===== src/rtl/mc_ctrl_pkg.sv =====
// Shared encodings for the multi-cycle MIPS-subset control FSM.
// MC_ILLEGAL_TRAP_EN adds the HALT state used to trap undefined instructions.
package mc_ctrl_pkg;

  localparam int unsigned OP_W     = 6;
  localparam int unsigned ALU_OP_W = 3;

  // Primary opcodes (IR[31:26]) and R-type function codes (IR[5:0])
  localparam logic [OP_W-1:0] OP_RTYPE = 6'h00;
  localparam logic [OP_W-1:0] OP_J     = 6'h02;
  localparam logic [OP_W-1:0] OP_BEQ   = 6'h04;
  localparam logic [OP_W-1:0] OP_ADDIU = 6'h09;
  localparam logic [OP_W-1:0] OP_ORI   = 6'h0D;
  localparam logic [OP_W-1:0] OP_LUI   = 6'h0F;
  localparam logic [OP_W-1:0] OP_LW    = 6'h23;
  localparam logic [OP_W-1:0] OP_SW    = 6'h2B;
  localparam logic [OP_W-1:0] FN_ADDU  = 6'h21;
  localparam logic [OP_W-1:0] FN_SUBU  = 6'h23;

  localparam logic [ALU_OP_W-1:0] ALU_ADD = 3'd0;
  localparam logic [ALU_OP_W-1:0] ALU_SUB = 3'd1;
  localparam logic [ALU_OP_W-1:0] ALU_OR  = 3'd2;
  localparam logic [ALU_OP_W-1:0] ALU_LUI = 3'd3;

  // One-hot datapath mux selects; all-zero is never a legal value
  localparam logic [1:0] NPC_ALU      = 2'b01;
  localparam logic [1:0] NPC_JMP      = 2'b10;
  localparam logic [1:0] ADDR_PC      = 2'b01;
  localparam logic [1:0] ADDR_ALUOUT  = 2'b10;
  localparam logic [1:0] ALUA_PC      = 2'b01;
  localparam logic [1:0] ALUA_RS      = 2'b10;
  localparam logic [3:0] ALUB_RT      = 4'b0001;
  localparam logic [3:0] ALUB_FOUR    = 4'b0010;
  localparam logic [3:0] ALUB_SEXT    = 4'b0100;
  localparam logic [3:0] ALUB_ZEXT    = 4'b1000;
  localparam logic [1:0] WDATA_ALUOUT = 2'b01;
  localparam logic [1:0] WDATA_MDR    = 2'b10;
  localparam logic [1:0] WREG_RT      = 2'b01;
  localparam logic [1:0] WREG_RD      = 2'b10;

  typedef enum logic [3:0] {
    S_FETCH,
    S_DECODE,
    S_EXE_R,
    S_EXE_I,
    S_WB_REG,
    S_MEM_ADDR,
    S_MEM_RD,
    S_MEM_WB,
    S_MEM_WR,
    S_BRANCH,
    S_JUMP
`ifdef MC_ILLEGAL_TRAP_EN
    , S_HALT
`endif
  } state_t;

  // Where DECODE goes for an undefined instruction
`ifdef MC_ILLEGAL_TRAP_EN
  localparam state_t S_ILLEGAL_NEXT = S_HALT;
`else
  localparam state_t S_ILLEGAL_NEXT = S_FETCH;
`endif

  typedef enum logic [3:0] {
    CLS_ADDU,
    CLS_SUBU,
    CLS_ORI,
    CLS_LUI,
    CLS_ADDIU,
    CLS_LW,
    CLS_SW,
    CLS_BEQ,
    CLS_J,
    CLS_ILLEGAL
  } cls_t;

  typedef struct packed {
    logic                pc_we;
    logic                ir_we;
    logic                gpr_we;
    logic                dmem_we;
    logic [1:0]          npc_sel;
    logic [1:0]          sel_addr;
    logic [1:0]          sel_alua;
    logic [3:0]          sel_alub;
    logic [1:0]          sel_wdata;
    logic [1:0]          sel_wreg;
    logic [ALU_OP_W-1:0] alu_op;
  } ctrl_t;

  // Quiescent control word: no writes, every mux on a valid leg
  localparam ctrl_t CTRL_IDLE = '{
    pc_we:     1'b0,
    ir_we:     1'b0,
    gpr_we:    1'b0,
    dmem_we:   1'b0,
    npc_sel:   NPC_ALU,
    sel_addr:  ADDR_PC,
    sel_alua:  ALUA_PC,
    sel_alub:  ALUB_FOUR,
    sel_wdata: WDATA_ALUOUT,
    sel_wreg:  WREG_RT,
    alu_op:    ALU_ADD
  };

  function automatic logic is_rtype(input cls_t c);
    return (c == CLS_ADDU) || (c == CLS_SUBU);
  endfunction

endpackage


===== src/rtl/mc_decode.sv =====
// Combinational classifier: op/funct -> instruction class for the DECODE step.
module mc_decode
  import mc_ctrl_pkg::*;
(
  input  logic [OP_W-1:0] op,
  input  logic [OP_W-1:0] funct,
  output cls_t            cls_c
);

  always_comb begin
    cls_c = CLS_ILLEGAL;
    case (op)
      OP_RTYPE: begin
        if (funct == FN_ADDU)      cls_c = CLS_ADDU;
        else if (funct == FN_SUBU) cls_c = CLS_SUBU;
        else                       cls_c = CLS_ILLEGAL;
      end
      OP_ORI:   cls_c = CLS_ORI;
      OP_LUI:   cls_c = CLS_LUI;
      OP_ADDIU: cls_c = CLS_ADDIU;
      OP_LW:    cls_c = CLS_LW;
      OP_SW:    cls_c = CLS_SW;
      OP_BEQ:   cls_c = CLS_BEQ;
      OP_J:     cls_c = CLS_J;
      default:  cls_c = CLS_ILLEGAL;
    endcase
  end

endmodule


===== src/rtl/mc_ctrl_fsm.sv =====
// Multi-cycle control FSM for a MIPS-subset datapath.
// Define MC_ILLEGAL_TRAP_EN to trap undefined instructions in a sticky HALT state.
module mc_ctrl_fsm
  import mc_ctrl_pkg::*;
(
  input  logic                clk,
  input  logic                rst,
  input  logic [OP_W-1:0]     op,
  input  logic [OP_W-1:0]     funct,
  input  logic                zero,
  output logic                pc_we,
  output logic                ir_we,
  output logic                gpr_we,
  output logic                dmem_we,
  output logic [1:0]          npc_sel,
  output logic [1:0]          sel_addr,
  output logic [1:0]          sel_alua,
  output logic [3:0]          sel_alub,
  output logic [1:0]          sel_wdata,
  output logic [1:0]          sel_wreg,
  output logic [ALU_OP_W-1:0] alu_op,
  output logic                illegal
);

  state_t state;
  cls_t   cls;
  cls_t   dec_cls;
  ctrl_t  ctrl;

  mc_decode u_decode (
    .op    (op),
    .funct (funct),
    .cls_c (dec_cls)
  );

  // State register; the instruction class is captured once in DECODE so later
  // steps never look at op/funct again.
  always_ff @(posedge clk or posedge rst) begin
    if (rst) begin
      state <= S_FETCH;
      cls   <= CLS_ILLEGAL;
    end else begin
      case (state)
        S_FETCH:  state <= S_DECODE;
        S_DECODE: begin
          cls <= dec_cls;
          case (dec_cls)
            CLS_ADDU, CLS_SUBU:          state <= S_EXE_R;
            CLS_ORI, CLS_LUI, CLS_ADDIU: state <= S_EXE_I;
            CLS_LW, CLS_SW:              state <= S_MEM_ADDR;
            CLS_BEQ:                     state <= S_BRANCH;
            CLS_J:                       state <= S_JUMP;
            default:                     state <= S_ILLEGAL_NEXT;
          endcase
        end
        S_EXE_R:    state <= S_WB_REG;
        S_EXE_I:    state <= S_WB_REG;
        S_WB_REG:   state <= S_FETCH;
        S_MEM_ADDR: state <= (cls == CLS_LW) ? S_MEM_RD : S_MEM_WR;
        S_MEM_RD:   state <= S_MEM_WB;
        S_MEM_WB:   state <= S_FETCH;
        S_MEM_WR:   state <= S_FETCH;
        S_BRANCH:   state <= S_FETCH;
        S_JUMP:     state <= S_FETCH;
`ifdef MC_ILLEGAL_TRAP_EN
        S_HALT:     state <= S_HALT;
`endif
        default:    state <= S_FETCH;
      endcase
    end
  end

  // Control word decoded from the state register (and captured class) only
  always_comb begin
    ctrl = CTRL_IDLE;
    case (state)
      S_FETCH: begin
        ctrl.ir_we    = 1'b1;
        ctrl.pc_we    = 1'b1;
        ctrl.sel_addr = ADDR_PC;
        ctrl.sel_alua = ALUA_PC;
        ctrl.sel_alub = ALUB_FOUR;
        ctrl.alu_op   = ALU_ADD;
        ctrl.npc_sel  = NPC_ALU;
      end
      S_EXE_R: begin
        ctrl.sel_alua = ALUA_RS;
        ctrl.sel_alub = ALUB_RT;
        ctrl.alu_op   = (cls == CLS_SUBU) ? ALU_SUB : ALU_ADD;
        ctrl.sel_wreg = WREG_RD;
      end
      S_EXE_I: begin
        ctrl.sel_alua = ALUA_RS;
        ctrl.sel_alub = (cls == CLS_ADDIU) ? ALUB_SEXT : ALUB_ZEXT;
        case (cls)
          CLS_ORI: ctrl.alu_op = ALU_OR;
          CLS_LUI: ctrl.alu_op = ALU_LUI;
          default: ctrl.alu_op = ALU_ADD;
        endcase
      end
      S_WB_REG: begin
        ctrl.gpr_we    = 1'b1;
        ctrl.sel_wdata = WDATA_ALUOUT;
        ctrl.sel_wreg  = is_rtype(cls) ? WREG_RD : WREG_RT;
      end
      S_MEM_ADDR: begin
        ctrl.sel_alua = ALUA_RS;
        ctrl.sel_alub = ALUB_SEXT;
        ctrl.alu_op   = ALU_ADD;
      end
      S_MEM_RD: ctrl.sel_addr = ADDR_ALUOUT;
      S_MEM_WB: begin
        ctrl.gpr_we    = 1'b1;
        ctrl.sel_wdata = WDATA_MDR;
        ctrl.sel_wreg  = WREG_RT;
      end
      S_MEM_WR: begin
        ctrl.sel_addr = ADDR_ALUOUT;
        ctrl.dmem_we  = 1'b1;
      end
      S_BRANCH: begin
        ctrl.sel_alua = ALUA_RS;
        ctrl.sel_alub = ALUB_RT;
        ctrl.alu_op   = ALU_SUB;
        ctrl.npc_sel  = NPC_ALU;
      end
      S_JUMP: begin
        ctrl.pc_we   = 1'b1;
        ctrl.npc_sel = NPC_JMP;
      end
      default: ctrl = CTRL_IDLE;
    endcase
  end

  // Reset drops FETCH's enables immediately; BRANCH takes pc_we from the live zero flag
  assign pc_we     = ~rst & (ctrl.pc_we | ((state == S_BRANCH) & zero));
  assign ir_we     = ~rst & ctrl.ir_we;
  assign gpr_we    = ~rst & ctrl.gpr_we;
  assign dmem_we   = ~rst & ctrl.dmem_we;
  assign npc_sel   = ctrl.npc_sel;
  assign sel_addr  = ctrl.sel_addr;
  assign sel_alua  = ctrl.sel_alua;
  assign sel_alub  = ctrl.sel_alub;
  assign sel_wdata = ctrl.sel_wdata;
  assign sel_wreg  = ctrl.sel_wreg;
  assign alu_op    = ctrl.alu_op;

`ifdef MC_ILLEGAL_TRAP_EN
  assign illegal = (state == S_HALT);
`else
  assign illegal = 1'b0;
`endif

endmodule


===== config.mk =====
export PLATFORM = sky130hd
export DESIGN_NAME = mc_ctrl_fsm
export DESIGN_NICKNAME = d
export VERILOG_FILES = /design/src/rtl/mc_ctrl_pkg.sv /design/src/rtl/mc_decode.sv /design/src/rtl/mc_ctrl_fsm.sv
export SDC_FILE = /design/constraint.sdc
export NUM_CORES = 1
export LEC_CHECK = 0
export BUFFER_PORTS_ARGS = -buffer_cell sky130_fd_sc_hd__buf_2
export CORE_MARGIN = 10
export CORE_UTILIZATION = 50
export DETAILED_ROUTE_END_ITERATION = 6
export PLACE_DENSITY = 0.82
export SKIP_CTS_REPAIR_TIMING = 1
export SLEW_MARGIN = 10
export SYNTH_ARGS = -nofsm -noshare
export SYNTH_HDL_FRONTEND = slang
export SYNTH_SLANG_ARGS = --single-unit

===== constraint.sdc =====
create_clock -name clk -period 2.4 [get_ports clk]
set_clock_uncertainty 0.15 [all_clocks]
set_input_delay 0.12 -clock clk [delete_from_list [all_inputs] [get_ports clk]]
set_output_delay 0.12 -clock clk [all_outputs]
set_load 0.01 [all_outputs]

==> results of run 1 <==
[Yosys cell counts, types with 2 or more instances]
master    count  share of area (%)
dfrtp_1       6                 17
nand2b_1      5                3.6
o21ai_0       4                2.3
nor4_1        3                2.1
nand2_1      14                6.0
nor3_1        6                3.4
nor2b_1       6                4.3
nand3_1       4                2.3
buf_4         3                2.6
mux2i_1       2                2.3
ha_1          2                2.8
a21oi_1       4                2.3
a31oi_1       4                2.8
inv_1         8                3.4
nor2_1        9                3.8
nor4b_1       3                3.0
mux2_2        2                2.6
clkbuf_1      4                1.7
o21ai_1       2                1.1
nand4b_1      2                2.0
dfstp_2       2                6.0
[worst reg2reg max path: stages (launching register included)]
cell and delay (ns):
dfrtp_1 0.59, nor2b_1 0.41, nand2_1 0.21, o311ai_0 0.48
[stage by stage]
stage,cells,util [%],total power (W),area [um^2]
final,169,64.1,0.000959,1080
after global routing,169,64.1,0.00105,1080
after CTS,168,63.1,0.000950,1070
after detailed placement,164,61.6,0.000838,1040
after global placement,164,61.6,0.000826,1040
after floorplan,120,-,0.000676,882
[power breakdown]
group / internal, W / leakage [nW] / total (W) / switching, W
clock network: 0.0000638 / 0.0150 / 0.000113 / 0.0000488
logic: 0.000231 / 0.426 / 0.000540 / 0.000309
registers: 0.000198 / 0.101 / 0.000306 / 0.000108
total: 0.000493 / 0.542 / 0.000959 / 0.000466
[per-layer routing]
layer / GRT usage (%) / vias up / wire length (um)
met5: 0 / - / 0
met4: 7.01 / 0 / 57
met3: 2.44 / 7 / 141
met2: 23.6 / 41 / 1280
met1: 14.2 / 444 / 998
li1: - / 492 / -
[cell families (layout without fill, tap and decap cells)]
logic type,count (synthesis),in the layout,synth area share [%]
AND/OR/NAND/NOR,58,58,35.9
AO/OA/AOI/OAI,27,27,22.2
buffers and inverters,17,49,8.69
flip-flops,8,8,23.1
multiplexers,4,4,4.84
adder cells (fa/ha/maj),2,2,2.85
XOR/XNOR,2,2,1.99
other,1,2,0.427
[final timing paths]
path / slack, ns / end / cells past startpoint
setup reg to reg: 0.41 / state[1]$_DFF_PP0_ / 3
min in group asynchronous: 0.23 / state[0]$_DFF_PP0_ / 3
hold reg to reg: 0.35 / cls[3]$_DFFE_PP1P_ / 2
max in group asynchronous: 1.58 / cls[3]$_DFFE_PP1P_ / 3
hold / removal: 0.16 / cls[1]$_DFFE_PP0P_ / 3
setup / recovery: 0.36 / alu_op[0] / 5
[area by class of cell]
class,instances,area (um^2)
clock buffers,4,26.3
well taps,17,21.3
flip-flops and latches,8,203
multi-input cells,95,609
inverters,9,35.0
fillers,169,607
repair buffers,36,188
[flip-flops by register name, summed over array words and instances (netlist names)]
| name | flops |
|---|---|
| cls | 4 |
| state | 4 |
==> results list, run 1 <==
- Data on the critical path arrives at its endpoint at 1.77 ns.
- CP Buf/Inv Count: 1
- Post-route DRC: 0
* DIE WIDTH: 61.9 um
- Residual antenna-violating net count after detailed routing: 0
- Required time of the critical path: 2.13 ns
- Most common cell after layout, fill and taps aside: buf_2
- Pwr dens: 886 nW/um^2
- Number of CTS-inserted buffers: 3
- The first TritonRoute pass finished after 4 iterations.
- The cell area that synthesis handed to floorplanning was 878 um^2.
- The worst setup path is captured at a primary output.
- For this run, the top clock speed supported by timing is 490 MHz.
- Number of antenna violations at the first check in global routing: 0
- All-Layer GR Usage: 13.2%
- Die height: 61.9 um
- TritonCTS built the clock tree.
* # Max-Cap Violations: 0
- Post-placement setup slack: 0.425 ns
- Leading cell types in the layout, fill and taps excluded: buf_2 (34), nand2_1 (14), nor2_1 (9)
* Final #Nets: 170
- The synthesized design contains 0 enable-type register cells.
* Kind of path behind the tightest hold check: in2reg
* Ratio of routed vias to standard cells: 5.82
- Number of storage elements in the synthesis netlist: 8
- The core region is 1690 um^2.
* Worst Setup Start Kind: flip-flop
- Average instance area after synthesis: 7.38 um^2
- In this run the most critical hold path is launched from op[4].
- Worst Hold Margin: 0.159 ns
- Result of the run: complete, no violations
- Post-Synthesis Cells: 119
- Largest incremental delay on the critical path: 0.59 ns
- Yosys printed 0 warnings.
- For this design the top-level I/O count stands at 37.
* First-iteration detailed-routing DRC count: 25
- The most used flip-flop cell after synthesis is dfrtp_1.
- Setup TNS: 0 ns
* Number of different library cells in the post-synthesis netlist: 45
* RD Place Congestion: 0.788
* Vias in the first global route: 935
* Sum of overflow across all layers after global routing: 0
- In the post-route analysis, the smallest setup slack over all paths is 0.360 ns.
* CP Launch Point: state[0]$_DFF_PP0_
* Startpoint of the worst register-to-register path: state[0]$_DFF_PP0_
- The initial utilization of the core area, before any placement, comes to 52.0%.
- Bufs on Longest Clock Path: 2
- Clock tree synthesis selected as its root buffer the cell clkbuf_4.
* Final-report hold violation count: 0
- After layout, the worst path uses 85.0% of the clock period.
- Of all nets on the critical path, the largest fanout is 14.
- Cell leakage power: 0.542 nW
* Share of layout cells above drive strength 1: 32.2%
- Post-synth ARST share: 100%
* Area grow syn2layout: 23.2%
- Row Count: 15
- Clock Sinks: 8
- During placement, the flow inserted port buffers numbering 34.
* Critical path's top delay family: flip-flops
* Pin count of the biggest net entering global routing: 17
* Cell with the biggest individual delay on the critical path: dfrtp_1
* Clock latency reported for the late side of the worst-skew pair: 0.26 ns
- Post-DR wirelength/cell: 14.7 um
* Inserted Diodes: 0
* VDD IR max: 0.324 mV
- Across all layers, the routed design uses 984 vias.
- Clock-pin slew was measured on the worst setup and hold paths at 0.06 ns.
* Final setup violation count: 0
- In this run the number of H-tree levels came out at 1.
- Global-route wire length before repair: 3850 um
* Area of the die: 3830 um^2
* Final Critical Period: 2.04 ns
- Critical-path cell list: nor2b_1 > nand2_1 > a21oi_1 > a21o_1 > buf_2
- Final wirelength: 2480 um
* RSZ-0062 raised after global routing: no
* Fin. max-slew vios: 0
* Kind of critical path: reg2out
* Post-DP HPWL: 1970 um
- Share of synthesized area occupied by flip-flops and latches: 23.1%
Note: power is estimated with default switching activity, not from simulation.
==> run 2, diff against run 1 <==
CELL_PAD_IN_SITES_DETAIL_PLACEMENT = 0   (was default)
CELL_PAD_IN_SITES_GLOBAL_PLACEMENT = 1   (was default)
CORE_ASPECT_RATIO = 1.75   (was default)
CORE_UTILIZATION = 35   (was 50)
MAX_ROUTING_LAYER = met4   (was default)
PLACE_DENSITY = 0.83   (was 0.82)
==> run 2 against run 1 <==
  * Worst hold slack better by 0.013 ns
  * Core utilization down 19 points
  * Sequential share of layout area down 0.40 points
  * Setup slack worse by 0.049 ns
  * Final cell count up 5.3%
  * Highest routed layer unchanged
==> results list, run 2 (synthesized netlist as in run 1, its figures left out) <==
- The flow ran to the end, and the final reports show no timing, DRC or antenna violations.
- The highest clock rate came to 479 MHz (-2.4%).
- I/O pins: 37 (unchanged)
* Final Critical Period: 2.09 ns (+0.0491 ns)
* Min-delay src: op[4]
- The total routed wire length on the met1 layer was 978 um (-2.0%).
- Period utilization: 87.1% (+2.0 points)
* Clock root buffer: clkbuf_8
- The total negative setup slack is 0 ns (unchanged).
- Vias in the first global route: 941 (+0.64%)
* Most common cell after layout, fill and taps aside: buf_2
* Global-route wire length before repair: 4140 um (+7.5%)
* Kind of path behind the tightest hold check: in2reg
- Tracing the worst setup path back leads to its startpoint at state[2]$_DFF_PP0_.
- The power density normalized to cell area was 923 nW/um^2 (+4.1%).
* Residual antenna-violating net count after detailed routing: 0 (unchanged)
* Register-to-register setup slack: 0.44 ns (+0.03 ns)
- The initial standard-cell utilization of the core is 35.7% (-16 points).
- The number of levels the H-tree was split into is 1 (unchanged).
* Clock tree from TritonCTS: done
* Cell leakage power: 0.550 nW (+1.4%)
- The fraction of final layout cells sized beyond drive strength 1 came to 31.6% (-0.66 points).
- All-Layer GR Usage: 10.6% (-2.6 points)
- VDD IR max: 0.337 mV (+4.0%)
* Count of input and output buffers: 34 (unchanged)
- Core footprint: 2460 um^2 (+46%)
- The max-slew violation count came to 0 (unchanged).
* Met3 routed wirelength: 214 um (+52%)
- The number of buffers added by the clock tree synthesis step came to 3 (unchanged).
- The remaining routing DRC violations was 0 (unchanged).
- Clock latency reported for the late side of the worst-skew pair: 0.23 ns (-0.03 ns)
- RD Place Congestion: 0.836 (+6.1%)
- The number of antenna violations at the first check in global routing was 0 (unchanged).
- Via Count: 964 (-2.0%)
- Registers with the highest flip-flop counts: cls: 4 flops, state: 4 flops
* Final-report hold violation count: 0 (unchanged)
* Worst Setup Start Kind: flip-flop
- STA classifies the critical path endpoint as a primary output.
- The first-pass detailed-route iteration total came to 6 (+2).
- The final routed wire length divided by cell count is 14.6 um (-0.23%).
* Final #Nets: 170 (unchanged)
- The horizontal extent of the die was 57.9 um (-6.5%).
- Area of the die: 4990 um^2 (+30%)
* Clock transition at the register clock pins on the worst setup and hold paths after CTS: 0.04 ns (-0.02 ns)
- The clock sink total came to 8 (unchanged).
* Highest routed layer: met4
* RSZ-0062 raised after global routing: no
* Arrival time worst endpoint: 1.82 ns (+0.05 ns)
- The placed wire-length estimate after detailed placement was 2160 um (+9.7%).
- The startpoint identified for the worst register-to-register timing path is state[0]$_DFF_PP0_.
- Inserted Diodes: 0 (unchanged)
- The library cells used most frequently in the layout, excluding fill and tap cells, are buf_2 (34), nand2_1 (14), nor2_1 (9).
* Area grow syn2layout: 25.9%
* Ratio of routed vias to standard cells: 5.42 (-7.0%)
- The number of placement rows came to 24 (+9).
* Top fanout value on the critical path: 14 (unchanged)
- Worst Hold Margin: 0.172 ns (+0.0129 ns)
- The number of buffers on the longest clock path came to 2 (unchanged).
- Required time of the critical path: 2.13 ns (about the same)
* Final wirelength: 2610 um (+5.1%)
- The vertical die dimension is 86.3 um (+39%).
- The remaining global-route overflow was 0 (unchanged).
- The total setup violations reported at the end of the flow was 0 (unchanged).
- The total met2 wirelength after detailed routing was 1340 um (+4.5%).
- The pin count of the biggest net entering global routing was 17 (unchanged).
- Kind of critical path: reg2out
- The count of maximum capacitance violations was 0 (unchanged).
- The number of design-rule violations left by the first detailed-router iteration is 22 (-12%).
==> run 2: area by class of cell <==
| type | count | area [um^2] |
|---|---|---|
| fill | 270 | 1360 |
| sequential | 8 | 203 |
| tap | 26 | 32.5 |
| multi-input combinational | 95 | 603 |
| timing repair buffer | 36 | 188 |
| clock buffer | 4 | 45.0 |
| inverter | 9 | 35.0 |
==> run 2: final timing paths <==
path,to,cells past startpoint
worst min-delay path,cls[1]$_DFFE_PP0P_,3
worst max register to register,state[1]$_DFF_PP0_,3
worst min register to register,cls[3]$_DFFE_PP1P_,2
min in group asynchronous,state[1]$_DFF_PP0_,3
max in group asynchronous,cls[0]$_DFFE_PP1P_,3
worst max-delay path,alu_op[0],5
==> run 2: power breakdown <==
group	switching (W)	internal, W
registers	0.000108	0.000199
clock network	0.0000553	0.000115
logic	0.000313	0.000230
total	0.000476	0.000545
==> run 2: stage by stage <==
stage               utilization (%)  power, W  cell area, um^2  instances  setup WS, ns
finish                         44.9   0.00102             1110        178         0.311
global route                   44.9   0.00111             1110        178        0.0516
CTS                            44.5   0.00102             1100        177         0.314
detailed placement             42.7  0.000850             1050        173         0.444
global placement               42.7  0.000841             1050        173         0.440
floorplan                         -  0.000676              882        120         0.554
==> run 2: per-layer routing <==
metal	vias to the layer above	global-route usage [%]
li1	486	-
met1	432	9.38
met2	41	18.5
met3	5	3.07
met4	0	7.08
met5	-	-
==> run 2: critical path, cell delays in order (launching register included) <==
cell and delay (ns):
dfrtp_1 0.51, nor2_1 0.29, nand3_1 0.16, nor4b_1 0.35, a21o_1 0.16, buf_2 0.12
